## config.mk

```make
export PLATFORM = sky130hd
export DESIGN_NAME = fetch_seq
export DESIGN_NICKNAME = d
export VERILOG_FILES = /design/src/rtl/fetch_seq.sv
export SDC_FILE = /design/constraint.sdc
export NUM_CORES = 1
export LEC_CHECK = 0
export BUFFER_PORTS_ARGS = -buffer_cell sky130_fd_sc_hd__buf_2
export CAP_MARGIN = 20
export CORE_ASPECT_RATIO = 0.6
export CORE_MARGIN = 1
export CORE_UTILIZATION = 56
export CTS_CLUSTER_DIAMETER = 120
export DETAILED_ROUTE_END_ITERATION = 8
export PLACE_DENSITY = 0.8
export SKIP_CTS_REPAIR_TIMING = 1
export SYNTH_ARGS = -nofsm -noshare
export SYNTH_HDL_FRONTEND = slang
export SYNTH_SLANG_ARGS = --single-unit
export TNS_END_PERCENT = 100
```

## constraint.sdc

```tcl
create_clock -name clk -period 7.15 [get_ports clk]
set_input_delay 0.3575 -clock clk [delete_from_list [all_inputs] [get_ports clk]]
set_output_delay 0.3575 -clock clk [all_outputs]
set_load 0.03 [all_outputs]
```

## src/rtl/fetch_seq.sv

```systemverilog
// fetch_seq: fetch-stage sequencer.
//   Owns the program counter and drives a req/ack instruction-memory port.
//   Applies decode stalls and execute-stage redirects, and hands one
//   registered instruction plus its PC to decode. A single-entry hold buffer
//   catches a returning fetch while decode is stalled.
//
// Parameters:
//   WIDTH     address/PC width
//   RESET_PC  PC loaded on reset
//
// Ports:
//   clk, rst               clock; asynchronous active-high reset
//   stall                  decode not accepting; current instr is held
//   br_taken, br_target    redirect request and absolute target (bits [1:0] ignored)
//   imem_req, imem_addr    memory request and word-aligned address
//   imem_ack, imem_rdata   memory data valid and instruction word
//   instr, instr_pc        instruction to decode and its PC
//   instr_valid            instr/instr_pc valid
//   flush                  one-cycle squash pulse for decode/execute
//   fetch_cnt, flush_cnt   performance counters, only when FETCH_PERF_CNT_EN is defined
//
// Optional build macro: FETCH_PERF_CNT_EN adds fetch_cnt (instructions taken
// by decode) and flush_cnt (flush pulses), both 32-bit wrapping counters.

module fetch_seq #(
    parameter int unsigned       WIDTH    = 32,
    parameter logic [WIDTH-1:0]  RESET_PC = '0
) (
    input  logic             clk,
    input  logic             rst,
    input  logic             stall,
    input  logic             br_taken,
    input  logic [WIDTH-1:0] br_target,
    output logic             imem_req,
    output logic [WIDTH-1:0] imem_addr,
    input  logic             imem_ack,
    input  logic [31:0]      imem_rdata,
    output logic [31:0]      instr,
    output logic [WIDTH-1:0] instr_pc,
    output logic             instr_valid,
    output logic             flush
`ifdef FETCH_PERF_CNT_EN
    ,
    output logic [31:0]      fetch_cnt,
    output logic [31:0]      flush_cnt
`endif
);

    localparam logic [2:0] S_IDLE  = 3'd0;
    localparam logic [2:0] S_FETCH = 3'd1;
    localparam logic [2:0] S_WAIT  = 3'd2;
    localparam logic [2:0] S_HOLD  = 3'd3;
    localparam logic [2:0] S_DRAIN = 3'd4;

    localparam logic [WIDTH-1:0] PC_STEP  = WIDTH'(4);
    localparam logic [WIDTH-1:0] LOW_MASK = WIDTH'(3);

    logic [2:0]       state;
    logic [WIDTH-1:0] pc;
    logic [WIDTH-1:0] drain_addr;
    logic [31:0]      hold_instr;
    logic [WIDTH-1:0] hold_pc;
    logic [WIDTH-1:0] br_pc;
    logic             xfer;
    logic             slot_free;

    assign br_pc     = br_target & ~LOW_MASK;
    assign xfer      = imem_req && imem_ack;
    assign slot_free = !instr_valid || !stall;

    // While draining, the abandoned address stays on the bus; pc already
    // holds the redirect target.
    always_comb begin
        imem_addr = pc;
        if (state == S_DRAIN) begin
            imem_addr = drain_addr;
        end
    end

    // imem_req is registered so a raised request can never be withdrawn
    // before its ack, even if stall rises in the meantime. The "fetch only
    // when the output slot can drain" decision is made when the request is
    // issued; a fetch that lands on a stalled slot goes to the hold buffer.
    always_ff @(posedge clk or posedge rst) begin
        if (rst) begin
            state       <= S_IDLE;
            pc          <= RESET_PC & ~LOW_MASK;
            drain_addr  <= '0;
            hold_instr  <= '0;
            hold_pc     <= '0;
            imem_req    <= 1'b0;
            instr       <= '0;
            instr_pc    <= '0;
            instr_valid <= 1'b0;
            flush       <= 1'b0;
        end else begin
            flush <= 1'b0;
            if (state == S_IDLE) begin
                // A redirect seen during the idle cycle takes effect on entry to FETCH.
                state    <= S_FETCH;
                imem_req <= 1'b1;
                if (br_taken) begin
                    pc    <= br_pc;
                    flush <= 1'b1;
                end
            end else if (br_taken) begin
                pc          <= br_pc;
                flush       <= 1'b1;
                instr_valid <= 1'b0;
                if (imem_req && !imem_ack) begin
                    state      <= S_DRAIN;
                    drain_addr <= imem_addr;
                end else begin
                    state    <= S_FETCH;
                    imem_req <= 1'b1;
                end
            end else begin
                case (state)
                    S_FETCH, S_WAIT: begin
                        if (xfer) begin
                            pc <= pc + PC_STEP;
                            if (slot_free) begin
                                instr       <= imem_rdata;
                                instr_pc    <= pc;
                                instr_valid <= 1'b1;
                                state       <= S_FETCH;
                                imem_req    <= !stall;
                            end else begin
                                hold_instr <= imem_rdata;
                                hold_pc    <= pc;
                                state      <= S_HOLD;
                                imem_req   <= 1'b0;
                            end
                        end else begin
                            if (instr_valid && !stall) begin
                                instr_valid <= 1'b0;
                            end
                            if (imem_req) begin
                                state <= S_WAIT;
                            end else begin
                                state    <= S_FETCH;
                                imem_req <= !(instr_valid && stall);
                            end
                        end
                    end
                    S_HOLD: begin
                        if (!stall) begin
                            instr    <= hold_instr;
                            instr_pc <= hold_pc;
                            state    <= S_FETCH;
                            imem_req <= 1'b1;
                        end
                    end
                    S_DRAIN: begin
                        if (imem_ack) begin
                            state    <= S_FETCH;
                            imem_req <= 1'b1;
                        end
                    end
                    default: begin
                        state    <= S_IDLE;
                        imem_req <= 1'b0;
                    end
                endcase
            end
        end
    end

`ifdef FETCH_PERF_CNT_EN
    always_ff @(posedge clk or posedge rst) begin
        if (rst) begin
            fetch_cnt <= '0;
            flush_cnt <= '0;
        end else begin
            if (instr_valid && !stall) begin
                fetch_cnt <= fetch_cnt + 32'd1;
            end
            if (flush) begin
                flush_cnt <= flush_cnt + 32'd1;
            end
        end
    end
`endif

endmodule

```

== After elaboration in Yosys (flattened, before gate mapping) ==
Index checks and enable logic that the tools add are counted.

* Add/subtract/negate cells: 1
* Bitwise logic cells: 3
* Eq/ne operators: 12
* Multiplexer cells: 38
* Reductions and logical operators: 22

{| class="wikitable"
|+ Operators with widths
! cell !! count
|-
| $mux 32 || 12
|-
| $pmux 32 s2 || 2
|-
| $add 32x3->32 const B || 1
|-
| $mux 3 || 6
|-
| $mux 1 || 14
|-
| $pmux 3 s3 || 1
|-
| $reduce_and 3->1 || 3
|-
| $ne 2x2->1 const B || 4
|-
| $eq 3x2->1 const B || 2
|-
| $reduce_and 6->1 || 1
|-
| $reduce_bool 2->1 || 3
|-
| $reduce_and 5->1 || 1
|-
| $logic_and 1x1->1 || 4
|-
| $logic_not 1->1 || 4
|-
| $mux 2 || 2
|-
| $ne 4x3->1 const B || 1
|-
| $ne 4x4->1 const B || 1
|-
| $reduce_and 4->1 || 1
|-
| $eq 3x1->1 const B || 1
|-
| $eq 3x3->1 const B || 1
|-
| $logic_not 3->1 || 1
|-
| $ne 3x2->1 const B || 1
|-
| $ne 3x3->1 const B || 1
|-
| $not 1->1 || 3
|-
| other kinds (5) || 5
|}

* Word-level logic and storage cells: 86
* Output and inout port bits: 99
* Bits in registers: 198

== Logic depth before layout (Yosys ltp) ==
* Depth in word-level cells: 7
* Mapped depth: 9
* Depth with buffers taken out: 5

== Worst setup path after synthesis ==
OpenSTA, ideal clock, no wires.

* Kind: reg-to-reg
* Start: register imem_req
* End: register hold_instr[11]
* Cell stages (with the launch flop): 7
* Data required time: 7025 ps
* Path slack: 4919 ps
* Arrival time: 2106 ps
* Buffers on the path: 2
* Library setup time: 125 ps
* Cells stage by stage: dfrtp_1 > nand2_1 > or3_1 > buf_2 > nor3_4 > buf_6 > mux2_4

* Cells in the longest elaborated chain, start to end: 2

{| class="wikitable"
|+ Ends and longest elaborated chain
! element !! line !! text
|-
| start: declaration || 34 || <nowiki>output logic imem_req,</nowiki>
|-
| start signal: assignment || 127 || <nowiki>imem_req <= !stall;</nowiki>
|-
| start signal: assignment || 142 || <nowiki>imem_req <= !(instr_valid && stall);</nowiki>
|-
| $logic_and 1x1->1 || 68 || <nowiki>assign xfer = imem_req && imem_ack;</nowiki>
|-
| $reduce_and 5->1 (no line) || n/a ||
|-
| end signal: assignment || 129 || <nowiki>hold_instr <= imem_rdata;</nowiki>
|-
| end: declaration || 61 || <nowiki>logic [31:0] hold_instr;</nowiki>
|}

No other way between the ends.
A chain may end at the register's enable or synchronous reset.

== Worst setup path in the final report ==
* Start: register state[2]
* End: register instr_pc[8]

* Cells in the longest elaborated chain, start to end: 4

{| class="wikitable"
|+ Ends and longest elaborated chain
! element !! line !! text
|-
| start: declaration || 58 || <nowiki>logic [2:0] state;</nowiki>
|-
| start signal: assignment || 86 || <nowiki>state <= S_IDLE;</nowiki>
|-
| start signal: assignment || 100 || <nowiki>state <= S_FETCH;</nowiki>
|-
| start signal: assignment || 111 || <nowiki>state <= S_DRAIN;</nowiki>
|-
| $eq 3x1->1 / $eq 3x2->1 (equally long branches) || 118 || <nowiki>case (state)</nowiki>
|-
| $reduce_or 2->1 || 118 ||
|-
| $ne 2x2->1 (no line) / $reduce_bool 2->1 (equally long branches) || n/a ||
|-
| $reduce_and 6->1 (no line) || n/a ||
|-
| end signal: assignment || 124 || <nowiki>instr_pc <= pc;</nowiki>
|-
| end signal: assignment || 149 || <nowiki>instr_pc <= hold_pc;</nowiki>
|-
| end: declaration || 39 || <nowiki>output logic [WIDTH-1:0] instr_pc,</nowiki>
|}

Parallel ways exist; a longest one is shown, timed or not.

==> results.sh <==
export IMPL_cts_tree="yes"
export IMPL_peakVddDrop_uv=239
export IMPL_synth_common_cells="mux2_2, dfrtp_1, clkbuf_1"
export IMPL_final_hold_viol_count=0
export IMPL_yosys_register_bits=192
export IMPL_drive_gt1_share_pct=49.8
export IMPL_cp_data_arrival_time_ns=3.69
export IMPL_p_seq_share_pct=41.5
export IMPL_syn_inst=750
export IMPL_nFillCells=1248
export IMPL_clk_pin_slew_worst_paths_ns=0.08
export IMPL_yosysMostFrequentCell="mux2_2"
export IMPL_path_class="reg -> reg"
export IMPL_ys_flop_type="dfrtp_1"
export IMPL_grt_antenna_before_repair=2
export IMPL_syn_avg_cell_area_sq_um=12.5
export IMPL_cts_buffers=17
export IMPL_cp_start_kind="flop"
export IMPL_hold_ws_ns=0.0697
export IMPL_cts_htree_levels=4
export IMPL_min_period_over_period_pct=47.2
export IMPL_die_width_um=169
export IMPL_syn_to_final_growth_pct=15.8
export IMPL_start_util_pct=57.6
export IMPL_core_area_sq_um=16300
export IMPL_grt_pass1_wl_um=35000
export IMPL_final_nets=953
export IMPL_drtIter0Drc=568
export IMPL_cts_root_buf="clkbuf_16"
export IMPL_power_density_nw_per_um2=416
export IMPL_drc_errors=0
export IMPL_grt_pass1_vias=6486
export IMPL_finalWeightedCongestion=0.893
export IMPL_grt_use_total_pct=26.4
export IMPL_first_pass_iters=5
export IMPL_switching_share_pct=39.2
export IMPL_grt_overflow=0
export IMPL_portBuffers=163
export IMPL_internal_power_mw=2.75
export IMPL_yosysTopAreaCell="dfrtp_1"
export IMPL_p_switching_mw=1.78
export IMPL_crit_fanout=57
export IMPL_finClkSkew_ns=0.0152
export IMPL_period_needed_ns=3.37
export IMPL_worst_ep_required_time_ns=7.46
export IMPL_ys_seq_area_share_pct=51.2
export IMPL_synth_edf_count=0
export IMPL_yosys_warnings=0
export IMPL_setup_worst_path_end_class="flop"
export IMPL_place_hpwl_um=14500
export IMPL_syn_area_sq_um=9390
export IMPL_status="finished, final reports clean"
export IMPL_grt_max_degree=126
export IMPL_slew_headroom_pct=35.0
export IMPL_synth_cell_types=54
export IMPL_postSynth_asyncResetShare_pct=100
export IMPL_multi_input_area_sq_um=4260
export IMPL_rsz0062_at_grt="no"
export IMPL_setup_viol=0
export IMPL_hold_class="in -> async"
export IMPL_die_area_sq_um=17300
export IMPL_io_pins=168
export IMPL_ff_latch_area_sq_um=4800
export IMPL_fmax_mhz=296
export IMPL_synth_area_leaders="dfrtp_1, mux2_2, mux2_4"
export IMPL_cts_sinks=192
export IMPL_place_area_sq_um=10300
export IMPL_clock_latency_ns=0.43
export IMPL_synth_top_area_share_pct=51.2
export IMPL_tns_ns=0
export IMPL_via_per_inst=5.99
export IMPL_design_area_sq_um=10900
export IMPL_num_vias=6743
export IMPL_clkPwrFrac_pct=20.5
export IMPL_fp_row_count=36
export IMPL_p_leak_nw=4.78
export IMPL_ant_nets=0
export IMPL_p_comb_share_pct=38.0
export IMPL_cts_buffer_depth=2
export IMPL_worst_slew_pin_slew_ns=0.966
export IMPL_die_h_um=102
export IMPL_final_max_slew_viol_count=0
export IMPL_drv_cap=0
export IMPL_wl_per_cell_um=19.4
export IMPL_routed_wl_um=21900
## area by class of cell
class / instances / area share [%]
antenna: 2 / 0.0460
timing repair buffer: 174 / 8.26
sequential: 192 / 44.2
inverter: 11 / 0.449
tap: 228 / 2.62
multi-input combinational: 487 / 39.2
clock inverter: 14 / 1.32
clock buffer: 18 / 3.95
## worst max-delay path, stage by stage, from the launching register on
cell	delay [ns]
dfrtp_1	0.57
and3b_2	0.55
buf_4	0.66
o21ai_0	0.18
o211ai_1	0.15
buf_4	0.65
mux2_2	0.42
## final timing paths
kind	to	slack, ns	cells past startpoint	startpoint
setup / recovery	instr_pc[8]	3.78	6	state[2]
hold / removal	instr[24]	0.07	2	rst
setup reg to reg	instr_pc[8]	3.78	6	state[2]
hold reg to reg	hold_pc[24]	0.49	1	hold_pc[24]
max in group asynchronous	drain_addr[0]	5.61	3	rst
min in group clk	hold_instr[21]	0.17	2	imem_rdata[21]
## flip-flops by register name, summed over array words and instances (netlist names)
name	cells
drain_addr	32
imem_req	1
hold_pc	30
state	3
instr_pc	30
instr	32
instr_valid	1
pc	30
hold_instr	32
flush	1
## stage by stage
| step | power (mW) | cells | utilization [%] | setup slack [ns] |
|---|---|---|---|---|
| 2_1_floorplan | 3.12 | 751 | - | 1.57 |
| 3_3_place_gp | 3.54 | 1092 | 63.2 | 3.82 |
| 3_5_place_dp | 3.61 | 1092 | 63.2 | 3.75 |
| 4_1_cts | 4.55 | 1124 | 66.7 | 3.75 |
| 5_1_grt | 4.78 | 1124 | 66.7 | 3.54 |
| 6_report | 4.53 | 1126 | 66.7 | 3.78 |
## cell families (layout without fill, tap and decap cells)
logic type | Yosys count | in the layout | share of synthesized area (%)
AO/OA/AOI/OAI | 103 | 103 | 7.78
AND/OR/NAND/NOR | 143 | 143 | 8.17
XOR/XNOR | 1 | 1 | 0.173
adder cells (fa/ha/maj) | 1 | 1 | 0.133
multiplexers | 237 | 237 | 28.8
buffers and inverters | 72 | 217 | 3.73
other | 1 | 4 | 0.0399
flip-flops | 192 | 192 | 51.2
## routing by layer
layer	part of all wire [%]	vias up	GRT usage (%)
met5	0	-	0
met4	0.63	0	6.24
met3	7.9	15	5.85
met2	44	275	39.6
met1	47	3388	39.1
li1	-	3065	-
## placed cells by master (no fill, tap or decap), types with 3 or more instances in the layout
cell type | netlist | routed
nor2_1 | 18 | 18
a22oi_1 | 9 | 9
nand2_1 | 33 | 33
a21oi_1 | 6 | 6
a211oi_1 | 5 | 5
mux2_2 | 222 | 222
mux2_4 | 10 | 10
o21ai_0 | 22 | 22
or3_1 | 4 | 4
inv_1 | 10 | 9
o211ai_1 | 8 | 8
buf_4 | 3 | 11
inv_8 | 0 | 5
and2_1 | 5 | 5
nand3_1 | 17 | 17
o22ai_1 | 12 | 12
nand4_1 | 14 | 14
clkbuf_16 | 0 | 17
a31oi_1 | 3 | 3
clkinv_4 | 0 | 3
o2bb2ai_1 | 6 | 6
nor3_1 | 20 | 20
or4_1 | 5 | 5
buf_2 | 13 | 163
inv_6 | 0 | 4
and4_1 | 5 | 5
dfrtp_1 | 192 | 192
nor4_1 | 10 | 10
a311oi_1 | 11 | 11
mux2_1 | 5 | 5
## power by group through the flow
stage,logic (mW),clock network (mW),registers [mW]
after floorplan,1.00,0,2.12
after global placement,1.68,0,1.85
after detailed placement,1.73,0,1.89
after CTS,1.73,0.950,1.87
after global routing,1.84,0.991,1.95
final,1.72,0.930,1.88
Note: power is estimated with default switching activity, not from simulation.
